<file path="config.mk">
export PLATFORM = sky130hd
export DESIGN_NAME = debounce_scheduler
export DESIGN_NICKNAME = d
export VERILOG_FILES = /design/src/rtl/debounce_scheduler.sv
export SDC_FILE = /design/constraint.sdc
export NUM_CORES = 1
export LEC_CHECK = 0
export BUFFER_PORTS_ARGS = -buffer_cell sky130_fd_sc_hd__buf_2
export CELL_PAD_IN_SITES_DETAIL_PLACEMENT = 2
export CELL_PAD_IN_SITES_GLOBAL_PLACEMENT = 2
export CORE_ASPECT_RATIO = 0.75
export CORE_UTILIZATION = 33
export CTS_CLUSTER_DIAMETER = 100
export DETAILED_ROUTE_END_ITERATION = 8
export GPL_ROUTABILITY_DRIVEN = 0
export HOLD_SLACK_MARGIN = 0.08
export PLACE_DENSITY = 0.78
export SKIP_CTS_REPAIR_TIMING = 1
export SYNTH_ARGS = -nofsm -noshare
export SYNTH_HDL_FRONTEND = slang
export SYNTH_SLANG_ARGS = --single-unit
</file>
<file path="constraint.sdc">
create_clock -name i_Clk -period 1.8 [get_ports i_Clk]
set_input_delay 0.45 -clock i_Clk [delete_from_list [all_inputs] [get_ports i_Clk]]
set_output_delay 0.45 -clock i_Clk [all_outputs]
set_load 0.05 [all_outputs]
</file>
<file path="src/rtl/debounce_scheduler.sv">
// Multi-switch debouncer that time-shares one settle counter across all inputs.
// A round-robin scheduler grants the counter to one pending switch at a time.
module debounce_scheduler #(
  parameter int unsigned NUM_SW = 4,
  parameter int unsigned LIMIT  = 250000,
  parameter int unsigned CNT_W  = 18,
  localparam int unsigned GW    = (NUM_SW > 1) ? $clog2(NUM_SW) : 1
) (
  input  logic              i_Clk,
  input  logic              i_Rst_L,
  input  logic [NUM_SW-1:0] i_Switch,
  output logic [NUM_SW-1:0] o_Switch,
  output logic [NUM_SW-1:0] o_Press,
  output logic [NUM_SW-1:0] o_Release,
  output logic              o_Busy,
  output logic [GW-1:0]     o_Grant
);

  typedef enum logic {IDLE, COUNT} state_e;

  state_e            state_q;
  logic [NUM_SW-1:0] meta_q, sync_q;
  logic [NUM_SW-1:0] sw_q, press_q, rel_q;
  logic [CNT_W-1:0]  cnt_q;
  logic [GW-1:0]     ptr_q, grant_q;

  logic [NUM_SW-1:0] pending;
  logic              pick_found;
  logic [GW-1:0]     pick_idx, cand_idx;
  int unsigned       cand;

  always_ff @(posedge i_Clk or negedge i_Rst_L) begin
    if (!i_Rst_L) begin
      meta_q <= '0;
      sync_q <= '0;
    end else begin
      meta_q <= i_Switch;
      sync_q <= meta_q;
    end
  end

  assign pending = sync_q ^ sw_q;

  // Scan starts one past the last owner so a just-served bit has lowest priority.
  always_comb begin
    pick_found = 1'b0;
    pick_idx   = '0;
    cand       = 0;
    cand_idx   = '0;
    for (int unsigned i = 1; i <= NUM_SW; i++) begin
      cand     = (32'(ptr_q) + i) % NUM_SW;
      cand_idx = GW'(cand);
      if (!pick_found && pending[cand_idx]) begin
        pick_found = 1'b1;
        pick_idx   = cand_idx;
      end
    end
  end

  always_ff @(posedge i_Clk or negedge i_Rst_L) begin
    if (!i_Rst_L) begin
      state_q <= IDLE;
      cnt_q   <= '0;
      ptr_q   <= GW'(NUM_SW - 1);
      grant_q <= '0;
      sw_q    <= '0;
      press_q <= '0;
      rel_q   <= '0;
    end else begin
      press_q <= '0;
      rel_q   <= '0;
      case (state_q)
        IDLE: begin
          if (pick_found) begin
            grant_q <= pick_idx;
            cnt_q   <= '0;
            state_q <= COUNT;
          end
        end
        COUNT: begin
          if (sync_q[grant_q] == sw_q[grant_q]) begin
            cnt_q   <= '0;
            ptr_q   <= grant_q;
            state_q <= IDLE;
          end else if (cnt_q == CNT_W'(LIMIT - 1)) begin
            sw_q[grant_q] <= sync_q[grant_q];
            if (sync_q[grant_q]) press_q[grant_q] <= 1'b1;
            else                 rel_q[grant_q]   <= 1'b1;
            cnt_q   <= '0;
            ptr_q   <= grant_q;
            state_q <= IDLE;
          end else begin
            cnt_q <= cnt_q + 1'b1;
          end
        end
        default: state_q <= IDLE;
      endcase
    end
  end

  assign o_Switch  = sw_q;
  assign o_Press   = press_q;
  assign o_Release = rel_q;
  assign o_Busy    = (state_q == COUNT);
  assign o_Grant   = grant_q;

endmodule

</file>
---- Yosys cells after proc, flatten, opt, wreduce, memory -nomap -nowiden ----
Cells that the tools add are included.
word-level totals
  bits in registers ....................... 43
  bits in latches ......................... 0
  memory bits (writable) .................. 0
  memory bits (read-only) ................. 0
  output and inout port bits .............. 15
  memories ................................ 0
operators by class
  $add $sub $neg .......................... 5
  $mul .................................... 0
  div/mod/pow operators ................... 0
  order comparisons ....................... 6
  equality and inequality tests ........... 3
  shift operators ......................... 0
  mux-type cells .......................... 41
  bitwise logic cells ..................... 3
  reductions and logical operators ........ 11
operator list
  operator                                                                       count
  18-bit two-way mux                                                             3
  18-bit case mux with 2 select lines                                            1
  4-bit two-way mux                                                              8
  18-bit by 1-bit adder with 18-bit output (second input constant)               1
  18-bit == test (second input constant)                                         1
  2-bit by 3-bit less-than comparator with 1-bit output (second input constant)  5
  1-bit two-way mux                                                              14
  1-bit binary-select mux with 2-bit select                                      6
  2-bit two-way mux                                                              6
  2-bit by 1-bit adder with 2-bit output (second input constant)                 2
  2-bit adder (second input constant)                                            2
  4-bit bitwise mux                                                              1
  1-bit logical AND                                                              4
  2-bit AND reduction                                                            2
  4-bit bitwise XOR                                                              1
  1-bit zero test                                                                3
  3-bit AND reduction                                                            1
  1-bit demux with 2-bit select                                                  1
  2-bit by 1-bit >= comparator with 1-bit output (second input constant)         1
  2-bit != test (second input constant)                                          1
  1-bit inverter                                                                 2
  1-bit case mux with 2 select lines                                             1
  2-bit nonzero test                                                             1
  1-bit == test                                                                  1

---- Depth between registers and ports, before layout ----
Gate-level depths: netlist (run 1).
  depth after elaboration ................. 15
  gate-level depth with buffers ........... 8

---- Worst setup path after synthesis (run 1) ----
OpenSTA, ideal clock, no wires.
  path type ............................... flip-flop to flip-flop
  start ................................... reg grant_q[0] (netlist: o_Grant[0])
  end ..................................... reg ptr_q[0]
  setup time .............................. 82 ps
  data arrival time ....................... 2,094 ps
  required time ........................... 1,718 ps
  slack ................................... -376 ps
  stages on the path, launching flop included .. 5
  period minus slack after synthesis ...... 2,176 ps
  cell sequence ........................... dfrtp_1 -> buf_2 -> mux4_2 -> o21ai_0 -> mux2_2
on the way
  word-level cells in the longest chain between the ends .. 5
RTL lines
  item                                       RTL line  source
  start: declaration                         25        logic [GW-1:0] ptr_q, grant_q;
  start signal: assignment                   75        grant_q <= pick_idx;
  1-bit binary-select mux with 2-bit select  81        if (sync_q[grant_q] == sw_q[grant_q]) begin
  1-bit two-way mux (implied by the code)    81
  1-bit == test                              81
  2-bit nonzero test (no line)               --
  2-bit AND reduction (no line)              --
  end signal: assignment                     64        ptr_q <= GW'(NUM_SW - 1);
  end signal: assignment                     83        ptr_q <= grant_q;
  end signal: assignment                     90        ptr_q <= grant_q;
  end: declaration                           25
Parallel ways exist; a longest one is shown, timed or not. The select of a mux whose other input is x is not followed.
A chain may end at the register's enable or synchronous reset.

---- Final worst setup path (run 1) ----
  start ................................... reg sw_q[3] (netlist: o_Switch[3])
  end ..................................... reg sw_q[1] (netlist: o_Switch[1])
on the way
  word-level cells in the longest chain between the ends .. 5
RTL lines
  item                                       RTL line  source
  start: declaration                         23        logic [NUM_SW-1:0] sw_q, press_q, rel_q;
  start signal: indexed assignment           86        sw_q[grant_q] <= sync_q[grant_q];
  1-bit binary-select mux with 2-bit select  81
  1-bit two-way mux (implied by the code)    81
  1-bit == test                              81
  1-bit inverter (no line)                   --
  3-bit AND reduction (no line)              --
Every way passes these cells. The select of a mux whose other input is x is not followed.

==> results.toml, run 1 <==
[power_and_ir_drop]
clockPowerShare = 0.234
power.leakage_nw = 1.255
seqPwrFrac = 0.405
power.total_mw = 2.983
power_density_mw_per_mm2 = 1072
power_frac_comb = 0.361
switchingPower_mw = 1.146
vdd_ir_drop_max_mv = 0.5891
switching_share = 0.3843
p_int_mw = 1.836

[yosys]
synth_cell_types = 35
ys_ff_latch = 43
synth-xor-area-share = 0.09631
yosys.area_share.simple = 0.2101
ys_warn_count = 0
syn_nets = 202
synth_fa_ha_area_frac = 0.006254
synth_compound_area_frac = 0.09568
synth_top_family_by_area = "simple AND/OR/NAND/NOR gates"
ys_seq_area_frac = 0.5391
syn-cell-area_mm2 = 0.002001
synthMuxAreaShare = 0.03377
avgSynthCellArea_um2 = 10.26
syn_inst = 195

[cts]
numCtsBuffers = 5
path_clk_slew_ns = 0.09
cts_tree = "built"
htree_levels = 2
cts_buffer_depth = 2
clkLatencyLatePin_ns = 0.30
numClockSinks = 43
cts-root-buf = "clkbuf_8"

[finish]
ff_latch_area_mm2 = 0.001089
finish.net_count = 264
synthToLayoutAreaGrowth_pct = 39.02
nFillCells = 618
diodes = 0
drive_gt1_frac = 0.4496
finalNonFillerCells = 336
multi_input_area_mm2 = 0.001056

[worst_setup_path]
cp_common_cell = "buf_6"
endpoint_kind = "flip-flop"
path_cells = "xnor2_4, mux4_2, nor4_4, buf_6, buf_6, and3_2, a21o_1"
cp_max_fo = 5
crit_arrival_ns = 2.36
start_kind = "flip-flop"
slowest_delay_ns = 0.55
crit_type = "flip-flop to flip-flop"
critPathRequiredTime_ns = 2.04
cp_slowest_cell = "mux4_2"

[sta]
grt_setup_unrepaired = "yes"
hold_viol = 0
finalCritPeriodShare = 1.180
slew_viol_final = 0
min_period_ns = 2.124
holdWs_ns = 0.1256
fmax_ghz = 0.4709
setup_slack_ns = -0.3236
final.setup_skew_ns = 0.01446
setup_viol = 29
worstMarginPinSlew_ns = 0.5437
relSlewSlack = 0.6375

[run]
maxCapViolCount = 0

[global_route]
grt_pass1_vias = 1851
grt_pass1_wl_mm = 9.673
overflow = 0
track_usage = 0.1972
grt_antenna_before_repair = 0
grt_max_degree = 23

[detailed_routing]
vias = 1787
routed_wirelength_mm = 7.510
viasPerCell = 5.318
drc = 0
wl_per_cell_um = 22.35
first_pass_iters = 4
drt_iter0_drc = 108
drtAntennaViolNets = 0

[floorplan]
core_mm2 = 0.005826
rows = 24
pin_count = 21
die_area_mm2 = 0.006381
die_y_um = 69.43
die_w_um = 91.91
start_util = 0.3434

[placement]
hpwl_mm = 4.386
portBuffers = 20
dp.cells = 319

[worst_hold_path]
hp-class = "input port to asynchronous set/reset pin"

[outcome]
outcome = "finished, violations left"
violations = "setup timing"
-- cells by family after synthesis --
group	after synthesis
buf+inv	9
compound gates	34
mux	4
flops	43
simple gates	82
xor+xnor	22
fa+ha+maj	1
-- layout by cell type, fill, tap and decap left out, types with 4 or more instances in the layout --
master and count:
a21oi_1 4, nor3_1 4, xnor2_1 6, buf_6 4, o21ai_0 5, dfrtp_2 8, clkbuf_8 7, nand4_1 6
nand3_1 10, nor2_1 13, buf_4 35, dfrtp_1 33, o21ai_2 13, nand2_1 25, xor2_1 13, buf_2 20
-- layer usage --
| metal | vias up | track usage | wire length [um] |
|---|---|---|---|
| li1 | 802 | - | - |
| met1 | 929 | 0.2818 | 3424 |
| met2 | 42 | 0.3118 | 3667 |
| met3 | 14 | 0.03618 | 244 |
| met4 | 0 | 0.04514 | 174 |
| met5 | - | 0 | 0 |
-- synth_stat cells --
| cell type | count | area (um2) |
|---|---|---|
| a21o_1 | 3 | 22.52 |
| a21o_2 | 1 | 8.760 |
| a21oi_1 | 4 | 20.02 |
| a22o_1 | 1 | 8.760 |
| a31oi_1 | 1 | 6.260 |
| and3_1 | 3 | 18.77 |
| and3_2 | 3 | 22.52 |
| and4_2 | 1 | 10.01 |
| buf_1 | 1 | 3.750 |
| buf_2 | 2 | 10.01 |
| clkbuf_1 | 2 | 7.510 |
| clkbuf_2 | 1 | 5.000 |
| dfrtp_1 | 41 | 1026 |
| dfstp_2 | 2 | 52.55 |
| ha_1 | 1 | 12.51 |
| inv_1 | 3 | 11.26 |
| mux2_2 | 2 | 22.52 |
| mux4_2 | 2 | 45.04 |
| nand2_1 | 27 | 101.4 |
| nand2b_1 | 1 | 6.260 |
| nand3_1 | 11 | 55.05 |
| nand4_1 | 6 | 37.54 |
| nor2_1 | 16 | 60.06 |
| nor2b_1 | 3 | 18.77 |
| nor3_1 | 5 | 25.02 |
| nor3_2 | 1 | 10.01 |
| nor4_4 | 1 | 21.27 |
| nor4b_1 | 2 | 17.52 |
| nor4bb_1 | 1 | 10.01 |
| o211ai_1 | 1 | 7.510 |
| o21a_1 | 1 | 7.510 |
| o21ai_0 | 22 | 110.1 |
| or2_2 | 1 | 6.260 |
| xnor2_1 | 8 | 70.07 |
| xor2_1 | 14 | 122.6 |
-- final cells by class --
type	count	share of cell area
multi-input combinational	144	0.3797
inverter	3	0.004049
tap	78	0.03509
clock buffer	8	0.03599
sequential	43	0.3914
timing repair buffer	60	0.1538
-- state kept, by name, indices dropped and copies added, names as in the netlist --
register   cells
cnt_q         18
ptr_q          2
o_Press        4
o_Release      4
meta_q         4
sync_q         4
o_Busy         1
o_Switch       4
o_Grant        2
-- power by group through the flow --
| stage | Clock (mW) | Sequential, mW | Combinational, mW |
|---|---|---|---|
| after detailed placement | 0 | 1.20 | 0.836 |
| after global placement | 0 | 1.19 | 0.785 |
| after floorplan | 0 | 1.28 | 0.450 |
| final | 0.699 | 1.21 | 1.08 |
| after global routing | 0.758 | 1.22 | 1.14 |
| after CTS | 0.704 | 1.19 | 0.850 |
-- worst max-delay path: cells and delay by family (launching register included) --
kind / cells / cell delay, ns
buffers and inverters: 2 / 0.30
flip-flops: 1 / 0.46
AO/OA/AOI/OAI: 1 / 0.09
AND/OR/NAND/NOR: 2 / 0.50
multiplexers: 1 / 0.55
XOR/XNOR: 1 / 0.18
-- through the flow --
stage	util	instance area, um2	setup slack (ns)	setup TNS (ns)
floorplan	-	2034	-0.1589	-1.295
CTS	0.4366	2544	-0.2825	-3.738
finish	0.4774	2781	-0.3236	-3.701
global placement	0.4195	2444	-0.1273	-0.8283
detailed placement	0.4195	2444	-0.2751	-3.304
global route	0.4774	2781	-0.3822	-5.255
-- path summary, 6_finish.rpt --
path                                to         from  slack, ns  depth (start not counted)
setup / recovery           o_Switch[1]  o_Switch[3]      -0.32                          7
hold / removal                cnt_q[2]      i_Rst_L       0.13                          1
setup reg to reg           o_Switch[1]  o_Switch[3]      -0.32                          7
hold reg to reg              sync_q[2]    meta_q[2]       0.35                          0
max in group asynchronous     cnt_q[7]      i_Rst_L       1.16                          2
min in group i_Clk           meta_q[3]  i_Switch[3]       0.26                          1
(Power assumes the default switching activity.)
==> run 2: changes to the inputs <==
Settings changed: BUFFER_PORTS_ARGS -buffer_cell sky130_fd_sc_hd__buf_2 to unset, CORE_UTILIZATION 33 to 36, DONT_BUFFER_PORTS set to 1, PLACE_DENSITY 0.78 to 0.79, SETUP_SLACK_MARGIN set to 0.3.
==> results.toml, run 2 (synthesis results as in run 1) <==
[detailed_routing]
drc = 0
drtAntennaViolNets = 0
wl_per_cell_um = 22.50
vias = 1668
routed_wirelength_mm = 6.951
drt_iter0_drc = 90
first_pass_iters = 4
viasPerCell = 5.398

[worst_setup_path]
start_kind = "flip-flop"
slowest_delay_ns = 0.53
cp_slowest_cell = "mux4_2"
crit_type = "flip-flop to flip-flop"
critPathRequiredTime_ns = 2.00
worst-path-buf-inv = 1
crit_family = "multiplexers"
endpoint_kind = "flip-flop"
crit_arrival_ns = 2.17
path_cells = "xnor2_4, mux4_2, nor4_4, buf_6, nand3_4, a21o_2"
cp_max_fo = 8

[cts]
cts-root-buf = "clkbuf_8"
htree_levels = 2
numCtsBuffers = 5
path_clk_slew_ns = 0.09
cts_tree = "built"
clkLatencyLatePin_ns = 0.30
cts_buffer_depth = 2
numClockSinks = 43

[sta]
final.setup_skew_ns = 0.008955
setup_slack_ns = -0.1727
grt_setup_unrepaired = "yes"
relSlewSlack = 0.6735
hold_viol = 0
min_period_ns = 1.973
slew_viol_final = 0
finalCritPeriodShare = 1.096
holdWs_ns = 0.1639
setup_viol = 25
worstMarginPinSlew_ns = 0.4901
fmax_ghz = 0.5069

[finish]
finish.net_count = 240
diodes = 0
synthToLayoutAreaGrowth_pct = 36.40
final_core_util = 0.5098
drive_gt1_frac = 0.4231
final_common_cell = "dfrtp_1"
max_flop_register = "cnt_q"
largest_register_ffs = 18
layout_common_cells = "dfrtp_1 (32), buf_4 (29), nand2_1 (23)"

[power_and_ir_drop]
p_int_mw = 2.066
switchingPower_mw = 1.142
power_frac_comb = 0.329
seqPwrFrac = 0.387
power.total_mw = 3.208
power.leakage_nw = 1.173
power_density_mw_per_mm2 = 1175
switching_share = 0.3560
vdd_ir_drop_max_mv = 0.5293
clockPowerShare = 0.284

[global_route]
grt_max_degree = 44
grt_pass1_vias = 1815
overflow = 0
grt_antenna_before_repair = 0
grt_pass1_wl_mm = 9.377
track_usage = 0.2211

[floorplan]
die_area_mm2 = 0.005863
die_w_um = 88.08
pin_count = 21
die_y_um = 66.56
rows = 23
start_util = 0.3738
core_mm2 = 0.005353

[outcome]
violations = "setup timing"
outcome = "finished, violations left"

[placement]
portBuffers = 0
hpwl_mm = 4.171

[run]
maxCapViolCount = 0

[worst_hold_path]
hp-class = "input port to flip-flop"
==> run 2: through the flow <==
step	setup WS [ns]	instance area [um2]	setup TNS [ns]	instances
detailed placement	-0.1364	2297	-0.7011	292
floorplan	-0.1589	2034	-1.295	195
finish	-0.1727	2729	-2.061	309
global placement	-0.04243	2297	-0.09145	292
global route	-0.2342	2729	-3.571	309
CTS	-0.1868	2430	-1.400	300
==> run 2: layout make-up <==
type,instances,area (um2)
fillers,561,2624
multi-input cells,144,1081
clock buffers,6,72.57
flip-flops and latches,43,1090
inverters,3,11.26
repair buffers,36,320.3
well taps,75,93.84
clock inverters,2,60.06
==> run 2: per-layer routing <==
layer / up-vias / track usage / wire length (um)
met5: - / 0 / 0
met4: 0 / 0.05242 / 131
met3: 13 / 0.05948 / 295
met2: 34 / 0.3876 / 3626
met1: 875 / 0.2710 / 2897
li1: 746 / - / -
==> run 2: worst paths after layout <==
check                            startpoint          end  slack, ns  depth (start not counted)
worst max-delay path              sync_q[2]  o_Switch[3]      -0.17                          6
worst min-delay path            i_Switch[0]    meta_q[0]       0.16                          0
worst max register to register    sync_q[2]  o_Switch[3]      -0.17                          6
worst min register to register    meta_q[0]    sync_q[0]       0.36                          0
max in group asynchronous           i_Rst_L     ptr_q[0]       0.89                          2
min in group asynchronous           i_Rst_L    meta_q[2]       0.64                          2
==> run 2: power by group through the flow <==
| stage | clock network, mW | logic [mW] | registers, mW |
|---|---|---|---|
| after floorplan | 0 | 0.450 | 1.28 |
| after global placement | 0 | 0.674 | 1.21 |
| after detailed placement | 0 | 0.727 | 1.23 |
| after CTS | 0.916 | 0.741 | 1.21 |
| after global routing | 0.955 | 1.11 | 1.26 |
| final | 0.910 | 1.06 | 1.24 |
==> run 3: changes to the inputs <==
Settings changed: ABC_AREA set to 1, CORE_UTILIZATION 36 to 33.
==> results.toml, run 3 <==
[outcome]
outcome = "finished, violations left"
violations = "setup timing"

[worst_hold_path]
hold_path_end = "meta_q[1]"
hp-class = "input port to flip-flop"
min_from = "i_Switch[1]"
hold_depth = 0

[detailed_routing]
wl_per_cell_um = 24.58
drtAntennaViolNets = 0
first_pass_iters = 4
drc = 0
routed_wirelength_mm = 12.12
drt_iter0_drc = 119
vias = 2619
viasPerCell = 5.312

[finish]
largest_register_ffs = 18
finish.net_count = 401
finalNonFillerCells = 493
diodes = 0
multi_input_area_mm2 = 0.001485
drive_gt1_frac = 0.4329
nFillCells = 764
layout_common_cells = "nand2_1 (81), buf_4 (53), inv_1 (33), dfrtp_1 (33), nand2_2 (29)"
final_common_cell = "nand2_1"
synthToLayoutAreaGrowth_pct = 43.56
max_flop_register = "cnt_q"
final_core_util = 0.5041
ff_latch_area_mm2 = 0.001089

[cts]
htree_levels = 2
numCtsBuffers = 5
numClockSinks = 43
clkLatencyLatePin_ns = 0.33
cts_buffer_depth = 2
cts_tree = "built"
cts-root-buf = "clkbuf_8"
path_clk_slew_ns = 0.09

[yosys]
synth_top_cell_area_share = 0.4158
synthArstFlopShare = 1.000
post-synth-top-count-cell = "nand2_1"
yosys.area.top_type = "dfrtp_1"
ys_ff_latch = 43
syn_inst = 325
synthTopCellsByArea = "dfrtp_1 (42%), nand2_1 (16%), nand3_1 (8.3%)"
syn_nets = 332
ys_warn_count = 0
synth_cell_types = 29
ys_seq_area_frac = 0.4371
syn-cell-area_mm2 = 0.002467
synth_common_cells = "nand2_1 (108), dfrtp_1 (41), nand3_1 (41)"
synth_edf_count = 0
synth_ff_type = "dfrtp_1"
avgSynthCellArea_um2 = 7.592

[run]
maxCapViolCount = 0

[floorplan]
die_y_um = 76.89
core_mm2 = 0.007027
rows = 26
die_w_um = 101.8
start_util = 0.3511
die_area_mm2 = 0.007830
pin_count = 21

[placement]
dp.cells = 459
hpwl_mm = 5.926
portBuffers = 0

[sta]
fmax_ghz = 0.4695
relSlewSlack = 0.6048
setup_slack_ns = -0.3298
hold_viol = 0
final.setup_skew_ns = 0.008839
grt_setup_unrepaired = "yes"
setup_viol = 31
min_period_ns = 2.130
worstMarginPinSlew_ns = 0.5922
slew_viol_final = 0
finalCritPeriodShare = 1.183

[worst_setup_path]
cp_max_fo = 7
crit_arrival_ns = 2.38
endpoint_kind = "flip-flop"
reg2reg_from = "ptr_q[0]"
rr_worst_depth = 11
crit_type = "flip-flop to flip-flop"
path_cells = "clkinv_8, nand3_1, nand3_1, nand2_2, nand2_4, nor2_4, nand2_4, nor2_8, clkbuf_16, nand2_2, nand2_1"
cp_slowest_cell = "dfstp_2"
critPathRequiredTime_ns = 2.05
crit_family = "simple AND/OR/NAND/NOR gates"
r2r-end = "cnt_q[11]"
worst-path-buf-inv = 2
slowest_delay_ns = 0.67
rrSetupSlack_ns = -0.33
start_kind = "flip-flop"

[power_and_ir_drop]
power.leakage_nw = 1.804
vdd_ir_drop_max_mv = 1.089
power_density_mw_per_mm2 = 1404
power.total_mw = 4.973

[global_route]
grt_max_degree = 44
track_usage = 0.2252
overflow = 0
grt_pass1_wl_mm = 13.44
grt_antenna_before_repair = 0
grt_pass1_vias = 2578
==> run 3: changes by cell type in the layout (fill, tap and decap cells not counted), sizes merged, moves of 6 or more <==
cell,previous run,this run
xnor2,8,0
and3,6,0
o21ai,22,12
inv,3,40
nand3,11,43
xor2,14,5
buf,35,61
nor2,16,33
nand2,27,123
==> run 3: layer usage <==
layer | GRT usage | wire [um] | vias up
li1 | - | - | 1162
met1 | 0.3090 | 5287 | 1342
met2 | 0.3615 | 5912 | 88
met3 | 0.04193 | 569 | 27
met4 | 0.05857 | 350 | 0
met5 | 0 | 0 | -
==> run 3: power breakdown <==
part	switching [mW]	internal, mW
combinational	1.82	1.08
sequential	0.167	1.07
clock	0.394	0.450
total	2.38	2.60
==> run 3: cell families (layout without fill, tap and decap cells) <==
kind of cell | count (synthesis) | count (layout) | share of synthesized area
buffers and inverters | 45 | 113 | 0.08519
flip-flops | 43 | 43 | 0.4371
adder cells (fa/ha/maj) | 1 | 1 | 0.005070
AO/OA/AOI/OAI | 15 | 15 | 0.03195
AND/OR/NAND/NOR | 216 | 218 | 0.4229
XOR/XNOR | 5 | 5 | 0.01775
==> run 3: final cells by class <==
class / count / area share
clock buffers: 6 / 0.02331
clock inverters: 2 / 0.009890
inverters: 42 / 0.05087
multi-input cells: 239 / 0.4193
flip-flops and latches: 43 / 0.3073
well taps: 98 / 0.03462
repair buffers: 63 / 0.1547
==> run 3: worst max path at each step <==
stage | from | end | cells after the start
2_1_floorplan | o_Grant[0] | cnt_q[14] | 12
3_3_place_gp | ptr_q[0] | o_Grant[0] | 9
3_5_place_dp | ptr_q[0] | cnt_q[8] | 11
4_1_cts | o_Grant[0] | cnt_q[7] | 11
5_1_grt | ptr_q[0] | cnt_q[11] | 11
6_report | ptr_q[0] | cnt_q[11] | 11
==> run 3: through the flow <==
stage | cell area [um2] | setup slack [ns] | hold WS (ns) | setup TNS (ns)
floorplan | 2529 | 0.09183 | 0.1544 | 0
global placement | 2914 | 0.008209 | 0.1558 | 0
detailed placement | 2914 | -0.04685 | 0.1560 | -0.5431
CTS | 3032 | -0.1128 | -0.1875 | -1.121
global route | 3542 | -0.3903 | 0.1259 | -7.697
finish | 3542 | -0.3298 | 0.1344 | -5.058
